<file path="src/rtl/spi_wrapper_if.sv">
// Purpose: SPI pin bundle between an external master and the spi_wrapper peripheral.
// Latency: none; this is wiring only.
// Backpressure: none; the master paces every bit and SS_n frames each transfer.
// Signals: SS_n  - slave select, active low (master -> slave)
//          MOSI  - serial data into the peripheral (master -> slave)
//          MISO  - serial read data out of the peripheral, MSB first (slave -> master)
interface spi_wrapper_if;
    logic SS_n;
    logic MOSI;
    logic MISO;

    modport master (
        output SS_n,
        output MOSI,
        input  MISO
    );

    modport slave (
        input  SS_n,
        input  MOSI,
        output MISO
    );
endinterface

</file>
<file path="src/rtl/spi_wrapper.sv">
// Purpose: memory-mapped SPI peripheral; an SPI slave front end driving a 256 x 8 RAM.
// Latency: command acts 1 cycle after the last payload bit; first MISO bit 4 cycles after it.
// Backpressure: none; SS_n high aborts any frame or read-out and returns the slave to IDLE.
// Ports: clk   - system clock, everything on the rising edge
//        rst_n - synchronous reset, active HIGH despite the name
//        spi   - slave modport carrying SS_n, MOSI and MISO

// ---------------------------------------------------------------------------
// Purpose: serial-to-parallel SPI slave; emits 10-bit command words, serialises read bytes.
// Latency: rx_valid 1 cycle after the 10th payload bit; MISO bit 7 lands 3 cycles after tx_valid.
// Backpressure: none; SS_n high clears the frame, a partial frame never raises rx_valid.
// ---------------------------------------------------------------------------
module spi_slave (
    input  logic       clk,
    input  logic       rst_n,      // active high
    input  logic       ss_n,
    input  logic       mosi,
    output logic       miso,
    output logic [9:0] rx_data,
    output logic       rx_valid,
    input  logic [7:0] tx_data,
    input  logic       tx_valid
);
    typedef enum logic [3:0] {
        IDLE,
        CHK_CMD,
        WRITE,
        READ_ADD,
        READ_DATA,
        TX_WAIT,
        TX_LOAD,
        TX_SHIFT,
        DONE
    } state_t;

    state_t     state;
    logic [3:0] bit_cnt;
    logic [8:0] rx_shift;
    logic [7:0] tx_shift;
    logic       rd_addr_flag;

    always_ff @(posedge clk) begin
        if (rst_n) begin
            state        <= IDLE;
            bit_cnt      <= 4'd0;
            rx_shift     <= 9'd0;
            rx_data      <= 10'd0;
            rx_valid     <= 1'b0;
            tx_shift     <= 8'd0;
            rd_addr_flag <= 1'b0;
            miso         <= 1'b0;
        end else begin
            // Single-cycle pulse and idle-low MISO unless a state below says otherwise.
            rx_valid <= 1'b0;
            miso     <= 1'b0;

            if (ss_n) begin
                // Deselect wins over everything: drop the frame or read-out in progress.
                state   <= IDLE;
                bit_cnt <= 4'd0;
            end else begin
                case (state)
                    IDLE: begin
                        state   <= CHK_CMD;
                        bit_cnt <= 4'd0;
                    end

                    CHK_CMD: begin
                        if (!mosi) begin
                            state <= WRITE;
                        end else if (rd_addr_flag) begin
                            state <= READ_DATA;
                        end else begin
                            state <= READ_ADD;
                        end
                    end

                    WRITE, READ_ADD, READ_DATA: begin
                        rx_shift <= {rx_shift[7:0], mosi};
                        if (bit_cnt == 4'd9) begin
                            rx_data  <= {rx_shift, mosi};
                            rx_valid <= 1'b1;
                            bit_cnt  <= 4'd0;
                            if (state == READ_ADD) begin
                                rd_addr_flag <= 1'b1;
                                state        <= DONE;
                            end else if (state == READ_DATA) begin
                                rd_addr_flag <= 1'b0;
                                state        <= TX_WAIT;
                            end else begin
                                state <= DONE;
                            end
                        end else begin
                            bit_cnt <= bit_cnt + 4'd1;
                        end
                    end

                    TX_WAIT: begin
                        if (tx_valid) begin
                            tx_shift <= tx_data;
                            state    <= TX_LOAD;
                        end
                    end

                    // Alignment slot: keeps the first MISO bit a fixed 4 cycles
                    // after the last payload bit regardless of RAM read timing.
                    TX_LOAD: begin
                        state <= TX_SHIFT;
                    end

                    TX_SHIFT: begin
                        miso     <= tx_shift[7];
                        tx_shift <= {tx_shift[6:0], 1'b0};
                        if (bit_cnt == 4'd7) begin
                            bit_cnt <= 4'd0;
                            state   <= DONE;
                        end else begin
                            bit_cnt <= bit_cnt + 4'd1;
                        end
                    end

                    // Frame finished; hold MISO low and ignore MOSI until SS_n rises,
                    // so a master that keeps SS_n low cannot start a phantom frame.
                    DONE: begin
                        state <= DONE;
                    end

                    default: begin
                        state <= IDLE;
                    end
                endcase
            end
        end
    end
endmodule

// ---------------------------------------------------------------------------
// Purpose: 256 x 8 single-port RAM decoding 2-bit commands from the SPI slave.
// Latency: every command takes effect on the edge that samples rx_valid; tx_valid 1 cycle later.
// Backpressure: none; each rx_valid pulse is executed unconditionally.
// ---------------------------------------------------------------------------
module spi_ram #(
    parameter int MEM_DEPTH = 256,
    parameter int ADDR_SIZE = 8
) (
    input  logic       clk,
    input  logic       rst_n,      // active high
    input  logic [9:0] rx_data,
    input  logic       rx_valid,
    output logic [7:0] tx_data,
    output logic       tx_valid
);
    logic [7:0]           mem [MEM_DEPTH];
    logic [ADDR_SIZE-1:0] wr_addr;
    logic [ADDR_SIZE-1:0] rd_addr;
    logic [1:0]           cmd;
    logic [7:0]           data;

    assign cmd  = rx_data[9:8];
    assign data = rx_data[7:0];

    // Storage has no reset; writes are simply blocked while reset is held.
    always_ff @(posedge clk) begin
        if (!rst_n && rx_valid && (cmd == 2'b01)) begin
            mem[wr_addr] <= data;
        end
    end

    always_ff @(posedge clk) begin
        if (rst_n) begin
            wr_addr  <= '0;
            rd_addr  <= '0;
            tx_data  <= 8'd0;
            tx_valid <= 1'b0;
        end else begin
            tx_valid <= 1'b0;
            if (rx_valid) begin
                case (cmd)
                    2'b00: wr_addr <= data[ADDR_SIZE-1:0];
                    2'b10: rd_addr <= data[ADDR_SIZE-1:0];
                    2'b11: begin
                        tx_data  <= mem[rd_addr];
                        tx_valid <= 1'b1;
                    end
                    default: begin
                        // 2'b01 is the storage write handled above.
                    end
                endcase
            end
        end
    end
endmodule

// ---------------------------------------------------------------------------
// Purpose: top level tying the SPI slave to the RAM and to the SPI pin interface.
// Latency: write/address commands effective 1 cycle after the last payload bit.
// Backpressure: none; the external master owns all pacing via SS_n.
// ---------------------------------------------------------------------------
module spi_wrapper #(
    parameter int MEM_DEPTH = 256,
    parameter int ADDR_SIZE = 8
) (
    input  logic          clk,
    input  logic          rst_n,   // active high
    spi_wrapper_if.slave  spi
);
    logic [9:0] rx_data;
    logic       rx_valid;
    logic [7:0] tx_data;
    logic       tx_valid;
    logic       miso;

    spi_slave u_slave (
        .clk      (clk),
        .rst_n    (rst_n),
        .ss_n     (spi.SS_n),
        .mosi     (spi.MOSI),
        .miso     (miso),
        .rx_data  (rx_data),
        .rx_valid (rx_valid),
        .tx_data  (tx_data),
        .tx_valid (tx_valid)
    );

    spi_ram #(
        .MEM_DEPTH (MEM_DEPTH),
        .ADDR_SIZE (ADDR_SIZE)
    ) u_ram (
        .clk      (clk),
        .rst_n    (rst_n),
        .rx_data  (rx_data),
        .rx_valid (rx_valid),
        .tx_data  (tx_data),
        .tx_valid (tx_valid)
    );

    assign spi.MISO = miso;
endmodule

</file>
<file path="src/flat_wrapper.sv">
// flat-port wrapper written by rule: the top's interface ports become plain ports
module spi_wrapper_flat 
#(
    parameter int MEM_DEPTH = 256,
    parameter int ADDR_SIZE = 8
)
  (clk, rst_n, spi_SS_n, spi_MOSI, spi_MISO);
  spi_wrapper_if spi_i ();
  input  logic clk;
  input  logic rst_n;
  input wire logic [$bits(spi_i.SS_n)-1:0] spi_SS_n;
  input wire logic [$bits(spi_i.MOSI)-1:0] spi_MOSI;
  output wire logic [$bits(spi_i.MISO)-1:0] spi_MISO;
  assign spi_i.SS_n = spi_SS_n;
  assign spi_i.MOSI = spi_MOSI;
  assign spi_MISO = spi_i.MISO;
  spi_wrapper #(.MEM_DEPTH(MEM_DEPTH), .ADDR_SIZE(ADDR_SIZE)) u_core (.clk(clk), .rst_n(rst_n), .spi(spi_i));
endmodule
</file>
<file path="config.mk">
export PLATFORM = sky130hd
export DESIGN_NAME = spi_wrapper_flat
export DESIGN_NICKNAME = d
export VERILOG_FILES = /design/src/rtl/spi_wrapper_if.sv /design/src/rtl/spi_wrapper.sv /design/src/flat_wrapper.sv
export SDC_FILE = /design/constraint.sdc
export NUM_CORES = 2
export LEC_CHECK = 0
export ABC_AREA = 1
export CAP_MARGIN = 20
export CORE_ASPECT_RATIO = 1.75
export CORE_MARGIN = 2
export CORE_UTILIZATION = 55
export DETAILED_ROUTE_END_ITERATION = 8
export PLACE_DENSITY = 0.81
export SKIP_LAST_GASP = 1
export SYNTH_ARGS = -nofsm -noshare
export SYNTH_HDL_FRONTEND = slang
export SYNTH_HIERARCHICAL = 1
export SYNTH_SLANG_ARGS = --single-unit
</file>
<file path="constraint.sdc">
create_clock -name clk -period 5.7 [get_ports clk]
set_input_delay 1.71 -clock clk [delete_from_list [all_inputs] [get_ports clk]]
set_output_delay 1.71 -clock clk [all_outputs]
set_load 0.03 [all_outputs]
</file>
# After elaboration in Yosys (flattened, before gate mapping)

Memory sizes are Yosys's and may differ from the RTL's. A register that Yosys moved wholly into a read port is not among the register bits.
Cells that the tools add are included.

Input port bits: 4
Bits in read-only memories: 0
Bits in latches: 0
Bits in writable memories: 2,048
Output and inout bits: 1
Register bits after elaboration: 55
Memories: 1
Logic and storage cells: 73

Eq/ne operators: 16
Div/mod/pow operators: 0
Bitwise operators: 4
Mux-type cells: 19
Shift operators: 0
$add $sub $neg: 1
Reduce and logical (&&, ||, !) cells: 21
Magnitude comparators: 0
Multiply operators: 0

Memories:

| memory           | depth | bits a word | read ports | clocked after memory_dff | write ports | RTL line           | RTL |
|---|---|---|---|---|---|---|---|
| u_core.u_ram.mem | 256   | 8           | 1          | 1                        | 1           | spi_wrapper.sv:153 | `logic [7:0] mem [MEM_DEPTH];` |

Operators by type and width:

| cell                                                                   | number |
|---|---|
| 4-bit two-way mux                                                      | 7 |
| 4-bit case mux with 7 select lines                                     | 1 |
| 4-bit by 3-bit equality test with 1-bit output (second input constant) | 5 |
| 8-bit case mux with 2 select lines                                     | 1 |
| 4-bit case mux with 3 select lines                                     | 1 |
| 3-bit AND reduction                                                    | 3 |
| 3-bit OR reduction                                                     | 3 |
| 4-bit by 2-bit equality test with 1-bit output (second input constant) | 2 |
| 4-bit equality test (second input constant)                            | 2 |
| 8-bit two-way mux                                                      | 1 |
| 2-bit AND reduction                                                    | 4 |
| 1-bit two-way mux                                                      | 6 |
| 3-bit two-way mux                                                      | 2 |
| 2-bit != test (second input constant)                                  | 3 |
| 4-bit by 1-bit adder with 4-bit output (second input constant)         | 1 |
| 2-bit equality test (second input constant)                            | 2 |
| 4-bit by 1-bit equality test with 1-bit output (second input constant) | 1 |
| 4-bit zero test                                                        | 1 |
| 1-bit inverter                                                         | 4 |
| 4-bit AND reduction                                                    | 1 |
| 2-bit nonzero test                                                     | 2 |
| 2-bit OR reduction                                                     | 2 |
| 3-bit nonzero test                                                     | 1 |
| 2-bit by 1-bit equality test with 1-bit output (second input constant) | 1 |
| other kinds (3)                                                        | 4 |

# Depth between registers and ports, before layout

Depth after elaboration: 5
Depth in mapped cells: 17
Mapped depth without buffers: 13

# By module

The synthesis kept the hierarchy.

Modules (own cells, without submodules):

| module    | cells an instance | area each (µm²) | times used | sequential area each (µm²) |
|---|---|---|---|---|
| spi_ram   | 7,102             | 84,055.6        | 1          | 61,999.5 |
| spi_slave | 249               | 1,767.9         | 1          | 760.7 |

# Least setup slack after synthesis

No wires, ideal clock.

Kind: register to register
From: reg u_core.u_slave.rx_data[6]
To: mem u_core.u_ram.mem[0][6], data pin
Cell stages (with the launch flop): 1
Data required time: 4.838 ns
Data arrival time: 3.429 ns
Setup slack: 1.408 ns
Path through: dfxtp_1

RTL lines:

| item                     | RTL line           | RTL |
|---|---|---|
| start: declaration       | spi_wrapper.sv:19  | `output logic [9:0] rx_data,` |
| start signal: assignment | spi_wrapper.sv:81  | `rx_data <= {rx_shift, mosi};` |
| end: declaration         | spi_wrapper.sv:153 |  |

Straight into the memory's write port.

# Worst setup path in the final report

From: in rst_n
To: mem u_core.u_ram.mem[234][3] (enable)

Word-level cells in the longest chain between the ends: 5

RTL lines:

| item                                    | RTL line           | RTL |
|---|---|---|
| start: declaration                      | flat_wrapper.sv:10 | `input logic rst_n;` |
| 1-bit zero test                         | spi_wrapper.sv:164 | `if (!rst_n && rx_valid && (cmd == 2'b01)) begin` |
| 1-bit logical AND (2 in series)         | spi_wrapper.sv:164 |  |
| 1-bit two-way mux                       | spi_wrapper.sv:164 |  |
| 1-bit two-way mux (implied by the code) | spi_wrapper.sv:165 | `mem[wr_addr] <= data;` |

Every way passes these cells.

==> key figures <==
Final layout
  – Final core utilization: 59.7%
  – Signed area change from the synthesized netlist to the final layout: 7.74%
  – Ratio of cells with drive above 1 in the final layout: 5.02%
  – # nets final: 7122
  – Final Cell Area: 92500 µm²
  – Area used by sequential logic in the layout: 62800 µm²
  – Fin cells: 9276
  – Count of filler cells inserted in the layout: 11.3k
  – Highest-count cells in the layout ignoring fill and taps: sky130_fd_sc_hd__nand2_1 (2179), sky130_fd_sc_hd__edfxtp_1 (2048), sky130_fd_sc_hd__nand3_1 (2041)
  – Most common cell after layout, fill and taps aside: sky130_fd_sc_hd__nand2_1
  – Area taken by multi-input logic gates: 20300 µm²

CTS
  – Max Buffers Root-to-Sink: 4
  – Clock transition at path regs: 0.07 ns
  – Number of buffers created by CTS: 174
  – Number of resized instances in the post-cts repair step: 0
  – Worst-Skew Late Latency: 0.85 ns
  – Post-CTS setup buffers: 0
  – Root buffer cell: sky130_fd_sc_hd__clkbuf_16
  – Sink Count: 2111
  – H-tree depth reported by CTS: 4
  – Hold-fix buffers, CTS: 0
  – Clock tree from TritonCTS: done

Timing
  – Max transition margin: 15.2%
  – Setup Skew: 0.0488 ns
  – Setup TNS: 0 ns
  – Worst hold-check slack: 0.455 ns
  – Number of pins with negative max-slew slack in the final report: 0
  – Final hold vios: 0
  – Worst Tran Pin Value: 1.27 ns
  – Setup repair after global routing missed its margin: no
  – Final period demand of the worst path: 4.05 ns
  – Least setup slack across all paths after layout: 1.65 ns
  – Setup violation total in the final timing report: 0
  – Top achievable clock speed: 247 MHz
  – Crit share post-route: 71.1%

Drt
  – Wire length per cell: 25.0 µm
  – Number of DRC violations after detailed routing: 0
  – Detailed router's first-iteration violation count: 8491
  – Final wirelength: 232 mm
  – Length of the first detailed-routing pass in iterations: 7
  – Routed Antenna Nets: 0
  – Via count: 58.1k
  – Vias per Instance: 6.26

Synthesis
  – Count of flip-flops with a built-in enable after synthesis: 2048
  – Top cells by area, synth: sky130_fd_sc_hd__edfxtp_1 (72%), sky130_fd_sc_hd__nand3_1 (12%), sky130_fd_sc_hd__nand2_1 (9.5%), sky130_fd_sc_hd__buf_2 (1.8%), sky130_fd_sc_hd__nor2_1 (1.5%)
  – Post-synthesis net count: 7357
  – Post-Synthesis Cell Area: 85800 µm²
  – Top_reg_cell synth: sky130_fd_sc_hd__edfxtp_1
  – Cell type with the highest aggregate area in the netlist: sky130_fd_sc_hd__edfxtp_1
  – Asr flop ratio synth: 0%
  – Number of register bits inferred by synthesis: 2111
  – Number of warnings printed during yosys synthesis: 6
  – Proportion of netlist area held by the largest area contributor: 71.7%
  – Number of different library cells in the post-synthesis netlist: 34
  – Avg Synthesized Cell Area: 11.7 µm²
  – Post-synthesis cell count: 7351
  – Sequential-to-total area share from yosys stat: 73.1%

Global route
  – Largest net degree at the start of global routing: 258
  – Initial antenna violation count: 5
  – Number of global-route vias before repair: 56.5k
  – Global-route congestion overflow total: 0
  – Total routing resource utilization after global routing: 28.8%
  – Global-route wire length before repair: 339 mm

Outcome
  – Result of the run: complete, no violations

Setup path
  – Startpoint-to-endpoint class of the critical path: in -> reg
  – Startpoint of the worst-slack reg-to-reg timing path: u_core/u_ram/rd_addr[0]$_SDFFE_PP0P_
  – Arrival time worst endpoint: 4.49 ns
  – Endpoint class of the critical path: register
  – Internal reg-to-reg setup slack: 1.70 ns
  – Crit path required time: 6.13 ns
  – Critical Path Start Type: input pin
  – Critical path origin: rst_n
  – CP Max Fanout: 14

Die
  – Initial core utilization: 55.4%
  – Area enclosed by the die boundary: 159000 µm²
  – I/O pin total: 5
  – Die span in x: 303 µm
  – Core outline area: 155000 µm²
  – Die extent in y: 527 µm
  – Site Rows: 191

Placed design
  – DPL Wire Length: 135 mm
  – Placer's final routability congestion estimate: 0.982
  – Count of port buffers added during placement: 4
  – Cell total after placement: 8965
  – Worst slack at placement: 0.858 ns
  – Total placed instance area: 87000 µm²

Worst hold path
  – Hold wc startpoint: u_core/u_slave/tx_shift[7]$_SDFFE_PP0P_
  – Kind of path behind the tightest hold check: reg -> reg

Pwr
  – Cell leakage power: 29.9 nW
  – Peak supply drop: 324 µV
  – Total power after layout: 28.5 mW
  – Power per cell area: 308 nW/µm²

Run
  – Number of maximum-capacitance violations: 0
## worst max-delay path, cell delays in order
cell and delay [ns]:
sky130_fd_sc_hd__clkdlybuf4s50_1 0.52, sky130_fd_sc_hd__nor4_4 0.56, sky130_fd_sc_hd__buf_4 0.28, sky130_fd_sc_hd__nand2_1 0.41, sky130_fd_sc_hd__buf_4 0.42, sky130_fd_sc_hd__nor2_1 0.57
## final timing paths
path	endpoint	depth (start not counted)
min reg2reg	u_core/u_slave/miso$_SDFF_PP0_	2
max reg2reg	u_core/u_ram/tx_data[5]$_SDFFE_PP0P_	14
min	u_core/u_slave/miso$_SDFF_PP0_	2
max	u_core/u_ram/mem[234][3]$_DFFE_PP_	6
## Yosys cell counts (7+ instances only)
library cell / count
sky130_fd_sc_hd__dfxtp_1: 63
sky130_fd_sc_hd__nand2_1: 2179
sky130_fd_sc_hd__a21oi_1: 24
sky130_fd_sc_hd__buf_6: 7
sky130_fd_sc_hd__clkbuf_1: 112
sky130_fd_sc_hd__nand3_1: 2041
sky130_fd_sc_hd__a211oi_1: 14
sky130_fd_sc_hd__buf_1: 27
sky130_fd_sc_hd__nor2_1: 345
sky130_fd_sc_hd__o21ai_0: 23
sky130_fd_sc_hd__buf_4: 37
sky130_fd_sc_hd__buf_2: 311
sky130_fd_sc_hd__inv_1: 83
sky130_fd_sc_hd__edfxtp_1: 2048
## layout make-up
class,instances,area share [%]
repair buffers,83,1.08
clock buffers,200,4.84
clock inverters,106,1.06
flip-flops and latches,2111,67.9
well taps,2026,2.74
inverters,88,0.394
diodes,4,0.0108
multi-input cells,4658,21.9
## state kept, by name, indices dropped and copies added (netlist names)
| name | cells |
|---|---|
| u_core/u_slave/bit_cnt | 4 |
| u_core/u_ram/tx_data | 8 |
| u_core/u_slave/miso | 1 |
| u_core/u_ram/wr_addr | 8 |
| u_core/u_ram/rd_addr | 8 |
| u_core/u_slave/rx_shift | 9 |
| u_core/u_slave/tx_shift | 8 |
| u_core/u_ram/mem | 2048 |
| u_core/u_slave/rd_addr_flag | 1 |
| u_core/u_ram/tx_valid | 1 |
| u_core/u_slave/rx_data | 10 |
| u_core/u_slave/rx_valid | 1 |
| u_core/u_slave/state | 4 |
## kinds of logic after synthesis
kind of cell / synth area share (%)
AO/OA/AOI/OAI: 0.443
flip-flops: 73.1
buffers and inverters: 3.22
AND/OR/NAND/NOR: 23.2
XOR/XNOR: 0.0204
adder cells (fa/ha/maj): 0.0292
## report_power, final
part | switching, mW | leakage [nW] | total, mW | internal (mW)
sequential | 0.00558 | 14.6 | 16.7 | 16.7
combinational | 0.0365 | 12.7 | 0.0528 | 0.0163
clock | 5.32 | 2.65 | 11.7 | 6.34
total | 5.36 | 29.9 | 28.5 | 23.1
## layer usage
metal  track usage, %  wire, µm
met1             31.0     71800
met4             23.7     22000
met5                0        23
met2             49.4    115000
met3             4.71     23100
(Power assumes the default switching activity.)
